### config.mk
export PLATFORM = sky130hd
export DESIGN_NAME = uart_rx_frame_ctrl_flat
export DESIGN_NICKNAME = d
export VERILOG_FILES = /design/src/rtl/uart_rx_frame_ctrl_if.sv /design/src/rtl/uart_rx_frame_ctrl.sv /design/src/flat_wrapper.sv
export SDC_FILE = /design/constraint.sdc
export NUM_CORES = 1
export LEC_CHECK = 0
export ABC_AREA = 1
export BUFFER_PORTS_ARGS = -buffer_cell sky130_fd_sc_hd__buf_2
export CAP_MARGIN = 20
export CORE_MARGIN = 1
export CORE_UTILIZATION = 53
export CTS_CLUSTER_SIZE = 20
export DETAILED_ROUTE_END_ITERATION = 10
export PLACE_DENSITY = 0.76
export SYNTH_ARGS = -nofsm -noshare
export SYNTH_HDL_FRONTEND = slang
export SYNTH_SLANG_ARGS = --single-unit
export TNS_END_PERCENT = 20
### constraint.sdc
create_clock -name clk -period 1.85 [get_ports clk]
set_input_delay 0.37 -clock clk [delete_from_list [all_inputs] [get_ports clk]]
set_output_delay 0.37 -clock clk [all_outputs]
set_load 0.1 [all_outputs]
### src/rtl/uart_rx_frame_ctrl_if.sv
// uart_rx_frame_ctrl_if: line, configuration and parity-checker/consumer signals
// of the UART RX frame controller, bundled into one interface.
//   master : bench/system side; drives RX_IN, PAR_EN, PAR_TYP, Prescale and
//            par_err, and observes the controller outputs.
//   slave  : the frame controller itself.
// Optional macro UART_RX_FRAME_STATS_EN adds frame_cnt / err_cnt.
interface uart_rx_frame_ctrl_if #(
  parameter int unsigned DATA_WIDTH = 8,
  parameter int unsigned PRESC_W    = 6
);
  logic                  RX_IN;
  logic                  PAR_EN;
  logic                  PAR_TYP;
  logic [PRESC_W-1:0]    Prescale;
  logic                  par_err;
  logic [DATA_WIDTH-1:0] P_data;
  logic                  sampled_bit;
  logic                  parity_check_en;
  logic                  par_typ_q;
  logic                  data_valid;
  logic                  par_err_q;
  logic                  stop_err;
  logic                  start_glitch;
`ifdef UART_RX_FRAME_STATS_EN
  logic [15:0]           frame_cnt;
  logic [15:0]           err_cnt;

  modport master (
    output RX_IN, PAR_EN, PAR_TYP, Prescale, par_err,
    input  P_data, sampled_bit, parity_check_en, par_typ_q, data_valid,
           par_err_q, stop_err, start_glitch, frame_cnt, err_cnt
  );
  modport slave (
    input  RX_IN, PAR_EN, PAR_TYP, Prescale, par_err,
    output P_data, sampled_bit, parity_check_en, par_typ_q, data_valid,
           par_err_q, stop_err, start_glitch, frame_cnt, err_cnt
  );
`else
  modport master (
    output RX_IN, PAR_EN, PAR_TYP, Prescale, par_err,
    input  P_data, sampled_bit, parity_check_en, par_typ_q, data_valid,
           par_err_q, stop_err, start_glitch
  );
  modport slave (
    input  RX_IN, PAR_EN, PAR_TYP, Prescale, par_err,
    output P_data, sampled_bit, parity_check_en, par_typ_q, data_valid,
           par_err_q, stop_err, start_glitch
  );
`endif
endinterface

### src/rtl/uart_rx_frame_ctrl.sv
// uart_rx_frame_ctrl: UART receiver front end. Counts oversampling edges,
// majority-votes three mid-bit samples, deserialises LSB first and sequences
// START/DATA/PARITY/STOP. Drives the external parity checker and reports
// data_valid, parity/stop error flags and false-start pulses.
// Ports:
//   clk  : oversampling clock
//   rst  : synchronous active-low reset
//   bus  : uart_rx_frame_ctrl_if.slave
//          in : RX_IN, PAR_EN, PAR_TYP, Prescale (8/16/32, else 8), par_err
//          out: P_data, sampled_bit, parity_check_en, par_typ_q, data_valid,
//               par_err_q, stop_err, start_glitch
// Optional macro UART_RX_FRAME_STATS_EN adds saturating frame_cnt / err_cnt.
module uart_rx_frame_ctrl #(
  parameter int unsigned DATA_WIDTH = 8,
  parameter int unsigned PRESC_W    = 6
) (
  input  logic                 clk,
  input  logic                 rst,
  uart_rx_frame_ctrl_if.slave  bus
);

  localparam int unsigned BIT_CNT_W = $clog2(DATA_WIDTH + 1);
  localparam logic [BIT_CNT_W-1:0] LAST_BIT = BIT_CNT_W'(DATA_WIDTH - 1);
  localparam logic [PRESC_W-1:0]   P_DEF    = PRESC_W'(8);

  typedef enum logic [2:0] {IDLE, START, DATA, PARITY, STOP} state_e;

  state_e                state_q, state_d;
  logic [PRESC_W-1:0]    edge_cnt_q, edge_cnt_d;
  logic [BIT_CNT_W-1:0]  bit_cnt_q, bit_cnt_d;
  logic [PRESC_W-1:0]    presc_q, presc_d;
  logic                  par_en_q, par_en_d;
  logic                  par_typ_q, par_typ_d;
  logic [2:0]            samp_q, samp_d;
  logic                  sampled_bit_q, sampled_bit_d;
  logic [DATA_WIDTH-1:0] p_data_q, p_data_d;
  logic                  parity_check_en_q, parity_check_en_d;
  logic                  data_valid_q, data_valid_d;
  logic                  par_err_q, par_err_d;
  logic                  stop_err_q, stop_err_d;
  logic                  start_glitch_q, start_glitch_d;
`ifdef UART_RX_FRAME_STATS_EN
  logic [15:0]           frame_cnt_q, frame_cnt_d;
  logic [15:0]           err_cnt_q, err_cnt_d;
`endif

  logic [PRESC_W-1:0]    half;
  logic                  last_edge;
  logic                  presc_legal;

  // Next-state, counters, sampling and output strobes
  always_comb begin
    state_d           = state_q;
    edge_cnt_d        = edge_cnt_q;
    bit_cnt_d         = bit_cnt_q;
    presc_d           = presc_q;
    par_en_d          = par_en_q;
    par_typ_d         = par_typ_q;
    samp_d            = samp_q;
    sampled_bit_d     = sampled_bit_q;
    p_data_d          = p_data_q;
    parity_check_en_d = 1'b0;
    data_valid_d      = 1'b0;
    par_err_d         = par_err_q;
    stop_err_d        = stop_err_q;
    start_glitch_d    = 1'b0;
`ifdef UART_RX_FRAME_STATS_EN
    frame_cnt_d       = frame_cnt_q;
    err_cnt_d         = err_cnt_q;
`endif

    half        = presc_q >> 1;
    last_edge   = (edge_cnt_q == presc_q - PRESC_W'(1));
    presc_legal = (bus.Prescale == PRESC_W'(8))  ||
                  (bus.Prescale == PRESC_W'(16)) ||
                  (bus.Prescale == PRESC_W'(32));

    // Bit-period counter and mid-bit majority sampling while in a frame
    if (state_q != IDLE) begin
      edge_cnt_d = last_edge ? '0 : edge_cnt_q + PRESC_W'(1);
      if ((edge_cnt_q == half - PRESC_W'(1)) || (edge_cnt_q == half) ||
          (edge_cnt_q == half + PRESC_W'(1))) begin
        samp_d = {samp_q[1:0], bus.RX_IN};
      end
      if (edge_cnt_q == half + PRESC_W'(2)) begin
        sampled_bit_d = (samp_q[0] & samp_q[1]) | (samp_q[0] & samp_q[2]) |
                        (samp_q[1] & samp_q[2]);
      end
    end

    unique case (state_q)
      IDLE: begin
        edge_cnt_d = '0;
        // Start-detect cycle counts as edge 0 of the start bit
        if (!bus.RX_IN) begin
          state_d    = START;
          edge_cnt_d = PRESC_W'(1);
          presc_d    = presc_legal ? bus.Prescale : P_DEF;
          par_en_d   = bus.PAR_EN;
          par_typ_d  = bus.PAR_TYP;
        end
      end
      START: begin
        if (last_edge) begin
          if (sampled_bit_q) begin
            start_glitch_d = 1'b1;
            state_d        = IDLE;
`ifdef UART_RX_FRAME_STATS_EN
            if (err_cnt_q != 16'hFFFF) err_cnt_d = err_cnt_q + 16'd1;
`endif
          end else begin
            par_err_d  = 1'b0;
            stop_err_d = 1'b0;
            bit_cnt_d  = '0;
            state_d    = DATA;
          end
        end
      end
      DATA: begin
        if (last_edge) begin
          p_data_d = DATA_WIDTH'({sampled_bit_q, p_data_q} >> 1);
          if (bit_cnt_q == LAST_BIT) begin
            bit_cnt_d = '0;
            state_d   = par_en_q ? PARITY : STOP;
          end else begin
            bit_cnt_d = bit_cnt_q + BIT_CNT_W'(1);
          end
        end
      end
      PARITY: begin
        // Strobe is raised one cycle early so the registered output lands on edge P-1
        if (edge_cnt_q == presc_q - PRESC_W'(2)) parity_check_en_d = 1'b1;
        if (last_edge) begin
          par_err_d = bus.par_err;
          state_d   = STOP;
        end
      end
      STOP: begin
        if (last_edge) begin
          stop_err_d   = ~sampled_bit_q;
          data_valid_d = ~par_err_q & sampled_bit_q;
          state_d      = IDLE;
`ifdef UART_RX_FRAME_STATS_EN
          if (frame_cnt_q != 16'hFFFF) frame_cnt_d = frame_cnt_q + 16'd1;
          if ((par_err_q | ~sampled_bit_q) && (err_cnt_q != 16'hFFFF))
            err_cnt_d = err_cnt_q + 16'd1;
`endif
        end
      end
      default: state_d = IDLE;
    endcase
  end

  // State and output registers
  always_ff @(posedge clk) begin
    if (!rst) begin
      state_q           <= IDLE;
      edge_cnt_q        <= '0;
      bit_cnt_q         <= '0;
      presc_q           <= P_DEF;
      par_en_q          <= 1'b0;
      par_typ_q         <= 1'b0;
      samp_q            <= '0;
      sampled_bit_q     <= 1'b1;
      p_data_q          <= '0;
      parity_check_en_q <= 1'b0;
      data_valid_q      <= 1'b0;
      par_err_q         <= 1'b0;
      stop_err_q        <= 1'b0;
      start_glitch_q    <= 1'b0;
`ifdef UART_RX_FRAME_STATS_EN
      frame_cnt_q       <= '0;
      err_cnt_q         <= '0;
`endif
    end else begin
      state_q           <= state_d;
      edge_cnt_q        <= edge_cnt_d;
      bit_cnt_q         <= bit_cnt_d;
      presc_q           <= presc_d;
      par_en_q          <= par_en_d;
      par_typ_q         <= par_typ_d;
      samp_q            <= samp_d;
      sampled_bit_q     <= sampled_bit_d;
      p_data_q          <= p_data_d;
      parity_check_en_q <= parity_check_en_d;
      data_valid_q      <= data_valid_d;
      par_err_q         <= par_err_d;
      stop_err_q        <= stop_err_d;
      start_glitch_q    <= start_glitch_d;
`ifdef UART_RX_FRAME_STATS_EN
      frame_cnt_q       <= frame_cnt_d;
      err_cnt_q         <= err_cnt_d;
`endif
    end
  end

  assign bus.P_data          = p_data_q;
  assign bus.sampled_bit     = sampled_bit_q;
  assign bus.parity_check_en = parity_check_en_q;
  assign bus.par_typ_q       = par_typ_q;
  assign bus.data_valid      = data_valid_q;
  assign bus.par_err_q       = par_err_q;
  assign bus.stop_err        = stop_err_q;
  assign bus.start_glitch    = start_glitch_q;
`ifdef UART_RX_FRAME_STATS_EN
  assign bus.frame_cnt       = frame_cnt_q;
  assign bus.err_cnt         = err_cnt_q;
`endif

endmodule

### src/flat_wrapper.sv
// flat-port wrapper written by rule: the top's interface ports become plain ports
module uart_rx_frame_ctrl_flat 
#(
  parameter int unsigned DATA_WIDTH = 8,
  parameter int unsigned PRESC_W    = 6
)
  (clk, rst, bus_RX_IN, bus_PAR_EN, bus_PAR_TYP, bus_Prescale, bus_par_err, bus_P_data, bus_sampled_bit, bus_parity_check_en, bus_par_typ_q, bus_data_valid, bus_par_err_q, bus_stop_err, bus_start_glitch);
  uart_rx_frame_ctrl_if #(.DATA_WIDTH(DATA_WIDTH), .PRESC_W(PRESC_W)) bus_i ();
  input  logic clk;
  input  logic rst;
  input wire logic [$bits(bus_i.RX_IN)-1:0] bus_RX_IN;
  input wire logic [$bits(bus_i.PAR_EN)-1:0] bus_PAR_EN;
  input wire logic [$bits(bus_i.PAR_TYP)-1:0] bus_PAR_TYP;
  input wire logic [$bits(bus_i.Prescale)-1:0] bus_Prescale;
  input wire logic [$bits(bus_i.par_err)-1:0] bus_par_err;
  output wire logic [$bits(bus_i.P_data)-1:0] bus_P_data;
  output wire logic [$bits(bus_i.sampled_bit)-1:0] bus_sampled_bit;
  output wire logic [$bits(bus_i.parity_check_en)-1:0] bus_parity_check_en;
  output wire logic [$bits(bus_i.par_typ_q)-1:0] bus_par_typ_q;
  output wire logic [$bits(bus_i.data_valid)-1:0] bus_data_valid;
  output wire logic [$bits(bus_i.par_err_q)-1:0] bus_par_err_q;
  output wire logic [$bits(bus_i.stop_err)-1:0] bus_stop_err;
  output wire logic [$bits(bus_i.start_glitch)-1:0] bus_start_glitch;
  assign bus_i.RX_IN = bus_RX_IN;
  assign bus_i.PAR_EN = bus_PAR_EN;
  assign bus_i.PAR_TYP = bus_PAR_TYP;
  assign bus_i.Prescale = bus_Prescale;
  assign bus_i.par_err = bus_par_err;
  assign bus_P_data = bus_i.P_data;
  assign bus_sampled_bit = bus_i.sampled_bit;
  assign bus_parity_check_en = bus_i.parity_check_en;
  assign bus_par_typ_q = bus_i.par_typ_q;
  assign bus_data_valid = bus_i.data_valid;
  assign bus_par_err_q = bus_i.par_err_q;
  assign bus_stop_err = bus_i.stop_err;
  assign bus_start_glitch = bus_i.start_glitch;
  uart_rx_frame_ctrl #(.DATA_WIDTH(DATA_WIDTH), .PRESC_W(PRESC_W)) u_core (.clk(clk), .rst(rst), .bus(bus_i));
endmodule
# After elaboration in Yosys (flattened, before gate mapping)
# Cells that the tools add are included.
# word_totals
reg_bits	38
output_inout_bits	15
word_cells	99
# op_classes
n_bitwise	9
n_addsub	7
n_mux	27
n_eq_ne	21
n_reduce_logical	21
# ops
operator	n
== test 6 bit	5
two-way mux 6 bit	4
two-way mux 3 bit	7
two-way mux 4 bit	4
one-hot mux 3 bit (5 select lines)	1
AND reduction 4 bit	3
!= test 2 x 1 -> 1 bit, second input constant	5
AND reduction 2 bit	5
one-hot mux 4 bit (2 select lines)	1
nonzero test 2 bit	4
two-way mux 1 bit	7
adder 5 x 1 -> 6 bit, second input constant	1
adder 5 x 2 -> 6 bit, second input constant	1
adder 6 x 1 -> 6 bit, second input constant	1
== test 3 x 2 -> 1 bit, second input constant	2
== test 6 x 4 -> 1 bit, second input constant	1
== test 6 x 5 -> 1 bit	1
== test 6 x 5 -> 1 bit, second input constant	1
== test 6 bit, second input constant	1
AND reduction 3 bit	2
AND reduction 6 bit	1
subtractor 5 x 1 -> 6 bit, second input constant	1
subtractor 6 x 1 -> 6 bit, second input constant	1
subtractor 6 x 2 -> 6 bit, second input constant	1
13 further kinds	24

# Depth between registers and ports, before layout
# Gate-level depths: netlist of the first run.
# logic_depth
word_depth	5
depth_mapped	15
mapped_depth_nobuf	15

# Worst setup path after synthesis of the first run
# No wires, ideal clock.
# synth_path
kind	reg-to-reg
startpoint	reg u_core.presc_q[1]
endpoint	reg u_core.p_data_q[7], in the netlist u_core.bus.P_data[7]
path_buffers	0
setup_slack_ns	0.067
path_stages_with_launch	15
arrival_time_ns	1.665
required_time_ns	1.732
synth_period_minus_slack_ns	1.783
setup_ns	0.118
path_cell_list	dfxtp_1 -> inv_1 -> ha_1 -> nand2_1 -> nand2_1 -> nand2_1 -> nand2_1 -> nand2_1 -> nand2_1 -> nor2_2 -> nand2_4 -> nor2_4 -> inv_1 -> nor2_1 -> nor2_1
# synth_between
elab_chain_cells	3
# synth_rtl
element	line	rtl
from (decl)	uart_rx_frame_ctrl.sv:31	logic [PRESC_W-1:0] presc_q, presc_d;
from (signal assigned)	uart_rx_frame_ctrl.sv:179	presc_q <= presc_d;
subtractor 6 x 1 -> 6 bit	uart_rx_frame_ctrl.sv:73	last_edge = (edge_cnt_q == presc_q - PRESC_W'(1));
== test 6 bit	uart_rx_frame_ctrl.sv:73	
AND reduction 2 bit (no source line)	-	
to (signal assigned)	uart_rx_frame_ctrl.sv:184	p_data_q <= p_data_d;
to (decl)	uart_rx_frame_ctrl.sv:36	logic [DATA_WIDTH-1:0] p_data_q, p_data_d;
# No other way between the ends.
# A chain may end at the register's enable or synchronous reset.

# Final worst setup path of the first run
# layout_path
startpoint	reg u_core.presc_q[1]
endpoint	reg u_core.p_data_q[3], in the netlist u_core.bus.P_data[3]
# Same word-level chain as after synthesis.

==> out/qor.yml, run 1 <==
grt_pass1_vias: 2022
slew_headroom_pct: 67.78
p_int_mw: 1.767
synth_area_leaders: "dfxtp_1 (32%), nand2_1 (15%), nor2_1 (9.6%)"
hpwl_um: 4180
first_pass_iters: 4
maxSlewViolCount: 0
rr_endpoint: "u_core.bus.P_data[3]"
final_antenna_net_count: 0
p_leak_nw: 1.393
design_area_mm2: 0.002868
routed_wl_um: 5948
antenna_found_initial: 0
synth-simple-area-share_pct: 38.49
yosysUniqueCellTypes: 33
worstMarginPinSlew_ns: 0.4867
place.gp.congestion: 0.9323
cts_hold_buf: 0
hold_path_class: "input port to register"
cp_max_fo: 8
synth_xor_area_share_pct: 5.954
avgViaCountPerCell: 5.288
ys_warn_count: 0
required_ns: 2.08
synthArstFlopShare_pct: 0
setup_slack_ns: 0.04548
period_needed_ns: 1.805
synth_edf_count: 0
ys_ff_latch: 38
synth_compound_area_share_pct: 9.038
grt_pass1_wl_um: 9156
finalCritPeriodShare_pct: 97.54
dp.cells: 451
start_util_pct: 56.79
cp-endpoint: "u_core.bus.P_data[3]"
cts_made_buffers: 5
numClockSinks: 38
cp-startpoint: "u_core.presc_q[1]"
rsz0062_at_grt: "true"
r2r-start: "u_core.presc_q[1]"
synthToLayoutAreaGrowth_pct: 21.85
synth_ff_type: "dfxtp_1"
ys_top_cells_by_count: "nand2_1 (91), nor2_1 (60), nand3_1 (40)"
cts-root-buf: "clkbuf_8"
port-buffer-count: 26
synth_fa_ha_area_share_pct: 5.210
p_seq_share_pct: 33.7
yosysTopAreaCell: "dfxtp_1"
num_antenna_cells: 0
net-switching-power_mw: 1.221
netlist.area_leader.share_pct: 32.32
core-area_mm2: 0.004144
rrSetupSlack_ns: 0.05
worstPathArrival_ns: 2.03
drive_above_1_share_pct: 21.84
synth.most_common_cell: "nand2_1"
final_nets: 433
hold_viol: 0
routedWlPerCell_um: 12.87
place_ws_ns: -0.007245
skew_ns: 0.01094
htreeDepth: 2
drt_iter0_markers: 231
synth_mux_area_share_pct: 0
num_vias: 2443
drv_cap: 0
die-area_mm2: 0.004711
ys_seq_area_share_pct: 32.32
synth_top_family_by_area: "simple AND/OR/NAND/NOR gates"
finalSetupViolations: 0
synthCells: 367
placed_area_mm2: 0.002616
rows: 23
crit_type: "register to register"
instances_no_fill: 462
ir_drop_mv: 0.8256
power_mw: 2.988
drc: 0
powerDensity_mw_per_mm2: 1042
syn-num-nets: 388
gr-usage-all-layers_pct: 26.84
cts_tree: "yes"
grt.overflow.total: 0
die_h_um: 68.64
combPwrFrac_pct: 41.7
grt_max_degree: 23
fp.dieW_um: 68.64
fmax_mhz: 554.2
r2r_cells: 14
hold_ws_ns: 0.2948
synth_area_per_cell_um2: 6.413
status: "finished clean"
clk_path_buf_depth: 2
critPathLaunchType: "register"
p_sw_share_pct: 40.87
ios: 27
crit_path_end_kind: "register"
clockPowerShare_pct: 24.5
path_clk_slew_ns: 0.08
clock_latency_ns: 0.30
netlist_area_mm2: 0.002354
critical path, stage by stage, from the launching register on:
cell and delay [ns]:
dfxtp_2 0.37, inv_4 0.07, ha_4 0.16, nand2_2 0.08, nand2_1 0.06, nand2_1 0.07, nand2_1 0.05, nand2_1 0.07
nand2_2 0.06, nor2_4 0.14, nand2_4 0.10, nor2_4 0.17, buf_6 0.14, o21ai_0 0.07, nor2_1 0.10
power groups by stage:
stage	logic, mW	registers (mW)	clock network, mW
4_1_cts	1.18	1.00	0.748
6_report	1.25	1.01	0.733
2_1_floorplan	0.860	1.03	0
3_3_place_gp	1.13	1.01	0
3_5_place_dp	1.15	1.02	0
5_1_grt	1.39	1.01	0.782
area by class of cell:
type | instances | area [µm²]
Clock buffer | 6 | 82.58
Timing Repair Buffer | 46 | 284.0
Multi-Input combinational cell | 278 | 1475
Sequential cell | 38 | 767.0
Inverter | 43 | 166.4
Tap cell | 50 | 62.56
Fill cell | 357 | 1276
Clock inverter | 1 | 30.03
placed cells by master (no fill, tap or decap), types with 2 or more instances in the layout:
cell type / instances
nand3_1: 37
inv_4: 2
inv_1: 32
clkinv_1: 2
nand2_1: 88
ha_2: 2
o21ai_0: 15
clkbuf_8: 6
dfxtp_1: 33
xnor2_1: 6
nand2_2: 8
xor2_1: 10
buf_2: 26
ha_4: 3
nor3_1: 4
buf_4: 19
inv_2: 7
nand3_2: 2
ha_1: 4
a21oi_1: 14
nor2_1: 59
dfxtp_2: 5
nor3b_1: 2
nor2_4: 4
nand4_1: 3
o21ai_1: 4
stage by stage:
stage	util (%)	TNS, ns
floorplan	-	0
global placement	63.13	0
finish	69.20	0
detailed placement	63.13	-0.01095
CTS	66.52	0
global route	69.20	-0.7749
cells by family after synthesis:
kind of cell | after synthesis
AO/OA/AOI/OAI | 40
XOR/XNOR | 16
adder cells (fa/ha/maj) | 10
buffers and inverters | 51
flip-flops | 38
AND/OR/NAND/NOR | 212
routing by layer:
layer,track usage [%],vias up,part of all wire (%)
li1,-,1257,-
met1,34.43,1082,45
met2,43.50,85,45
met3,6.414,19,7.0
met4,9.635,0,2.6
met5,0,-,0
repair_timing:
item / 4_1_cts / 5_1_grt
endpoints found under the setup margin: 10 / 25
resized for setup: 7 / 28
buffers inserted: 1 / 3
pin swaps: 2 / 10
worst min path at each step:
stage / start / to / slack, ns / cells after the start
2_1_floorplan: u_core.state_q[0] / u_core.state_q[0] / 0.45 / 2
3_3_place_gp: u_core.bus.par_err_q / u_core.bus.data_valid / 0.43 / 1
3_5_place_dp: u_core.bus.par_err_q / u_core.bus.data_valid / 0.43 / 1
4_1_cts: bus_PAR_TYP / u_core.bus.par_typ_q / 0.30 / 3
5_1_grt: bus_PAR_TYP / u_core.bus.par_typ_q / 0.30 / 3
6_report: bus_PAR_TYP / u_core.bus.par_typ_q / 0.29 / 3
state kept, by name, summed over array words and instances, names as in the netlist:
| name | flops |
|---|---|
| u_core.bus.P_data | 8 |
| u_core.edge_cnt_q | 6 |
| u_core.presc_q | 6 |
| u_core.bit_cnt_q | 4 |
| u_core.samp_q | 3 |
| u_core.state_q | 3 |
| u_core.bus.data_valid | 1 |
| u_core.bus.par_err_q | 1 |
| u_core.bus.par_typ_q | 1 |
| u_core.bus.parity_check_en | 1 |
| u_core.bus.sampled_bit | 1 |
| u_core.bus.start_glitch | 1 |
| u_core.bus.stop_err | 1 |
| u_core.par_en_q | 1 |
Note: power is estimated with default switching activity, not from simulation.
==> inputs of run 2 (changes only) <==
- CORE_ASPECT_RATIO: default -> 0.9
==> run 2 against run 1 <==
Against the previous run:
- non-clock buffer count did not move
- clock-buffer cell count is 1 lower
- register-to-register slack better by 0.05 ns
- die area barely moved
- via count up 0.86%
- clock power is 15% higher
- core utilization is 0.66 points higher
- sequential share of layout area down 0.38 points
- setup slack better by 0.053 ns
- cell count is 2.4% higher
==> out/qor.yml, run 2 (synthesized netlist as in run 1, its figures left out) <==
hold_ws_ns: 0.3130
required_ns: 2.08
final_common_cell: "nand2_1"
cp-startpoint: "u_core.presc_q[0]"
avgViaCountPerCell: 5.209
synthToLayoutAreaGrowth_pct: 23.39
clock_latency_ns: 0.29
critPathLaunchType: "register"
design_area_mm2: 0.002904
hpwl_um: 4141
ios: 27
routed.top_layer: "met4"
status: "finished clean"
start_util_pct: 56.62
num_vias: 2464
place.gp.congestion: 0.9105
grt_pass1_wl_um: 9349
path_clk_slew_ns: 0.08
clk_path_buf_depth: 2
wl_met3_um: 462
ir_drop_mv: 0.7336
r2r_cells: 11
crit_path_end_kind: "register"
fillerInstances: 363
p_leak_nw: 1.407
antenna_found_initial: 0
largest_reg_flops: 8
fmax_mhz: 571.1
min_to: "u_core.par_en_q"
r2r-start: "u_core.presc_q[0]"
skew_ns: 0.009664
port-buffer-count: 26
cts_hold_buf: 0
rrSetupSlack_ns: 0.1
layout_common_cells: "nand2_1 (88), nor2_1 (59), nand3_1 (37)"
worstPathArrival_ns: 1.98
grt_max_degree: 20
drc: 0
fp.dieW_um: 72.24
drt_iter0_markers: 187
grt_pass1_vias: 2175
cts_tree: "yes"
final_nets: 433
rows: 22
numClockSinks: 38
hold_path_class: "input port to register"
routedWlPerCell_um: 12.04
worstMarginPinSlew_ns: 0.4846
die-area_mm2: 0.004711
rsz0062_at_grt: "true"
m1WireLength_um: 2639
cts_made_buffers: 5
slew_headroom_pct: 67.91
htreeDepth: 2
cts-root-buf: "clkbuf_8"
maxSlewViolCount: 0
finalSetupViolations: 0
hold_start: "bus_PAR_EN"
finalCritPeriodShare_pct: 94.66
core-area_mm2: 0.004156
drive_above_1_share_pct: 22.03
powerDensity_mw_per_mm2: 1075
placed_area_mm2: 0.002644
min_path_cells: 3
period_needed_ns: 1.751
die_h_um: 65.22
routed_wl_um: 5696
postLayoutCoreUtil_pct: 69.87
cp_max_fo: 8
wl_met2_um: 2513
hold_viol: 0
first_pass_iters: 5
crit_type: "register to register"
rr_endpoint: "u_core.bus.P_data[6]"
gr-usage-all-layers_pct: 25.25
drv_cap: 0
num_antenna_cells: 0
grt.overflow.total: 0
final_antenna_net_count: 0
run 2: changes by cell type in the layout (fill, tap and decap cells not counted):
cell / before / now
o21ai_1: 4 / 2
bufinv_16: 1 / 2
nor2_2: 1 / 2
dfxtp_1: 33 / 34
ha_1: 4 / 5
nor2_4: 4 / 3
a21oi_2: 0 / 2
clkbuf_8: 6 / 5
clkinv_4: 0 / 1
ha_2: 2 / 1
dfxtp_2: 5 / 4
o21ai_0: 15 / 17
a21oi_1: 14 / 12
run 2: worst max path at each step:
| stage | endpoint | slack, ns | cells after the start |
|---|---|---|---|
| CTS | u_core.bus.P_data[6] | 0.005 | 13 |
| finish | u_core.bus.P_data[6] | 0.1 | 11 |
| detailed placement | u_core.bus.P_data[4] | 0.007 | 13 |
| global placement | u_core.samp_q[1] | 0.07 | 12 |
| floorplan | u_core.bus.P_data[7] | 0.07 | 14 |
| global route | u_core.bus.P_data[7] | -0.04 | 11 |
run 2: cell type report:
cell class	count	area (µm²)	area share, %
Sequential cell	38	765.7	26.37
Clock inverter	3	68.82	2.370
Inverter	43	166.4	5.730
Clock buffer	5	68.82	2.370
Timing Repair Buffer	46	284.0	9.780
Tap cell	60	75.07	2.585
Multi-Input combinational cell	278	1475	50.80
run 2: layer usage:
layer | track usage [%] | vias to the layer above
met1 | 33.14 | 1102
met4 | 6.618 | 0
li1 | - | 1260
met5 | 0 | -
met2 | 41.36 | 94
met3 | 6.135 | 8
run 2: repair_timing:
item | in CTS | in global routing
buffers inserted | 0 | 2
resized for setup | 0 | 31
setup endpoints to repair | 0 | 27
run 2: power by group:
group | switching (mW) | total [mW] | internal [mW]
Clock | 0.301 | 0.841 | 0.540
Sequential | 0.110 | 1.02 | 0.907
Combinational | 0.828 | 1.26 | 0.436
run 2: worst max-delay path, cell delays in order, from the launching register on:
cell	delay, ns
dfxtp_2	0.33
inv_1	0.06
ha_4	0.23
xnor2_1	0.12
nor2_1	0.12
nand2_1	0.09
nor2_4	0.15
nand2_4	0.09
nor2_4	0.18
buf_6	0.15
o21ai_0	0.07
nor2_1	0.09
run 2: per-stage QoR:
| step | setup TNS (ns) | setup slack, ns | power (mW) | instances |
|---|---|---|---|---|
| 2_1_floorplan | 0 | 0.06701 | 1.885 | 367 |
| 3_3_place_gp | 0 | 0.07037 | 2.164 | 463 |
| 3_5_place_dp | 0 | 0.007197 | 2.175 | 463 |
| 4_1_cts | 0 | 0.005477 | 3.022 | 471 |
| 5_1_grt | -0.1319 | -0.03927 | 3.339 | 473 |
| 6_report | 0 | 0.09887 | 3.121 | 473 |
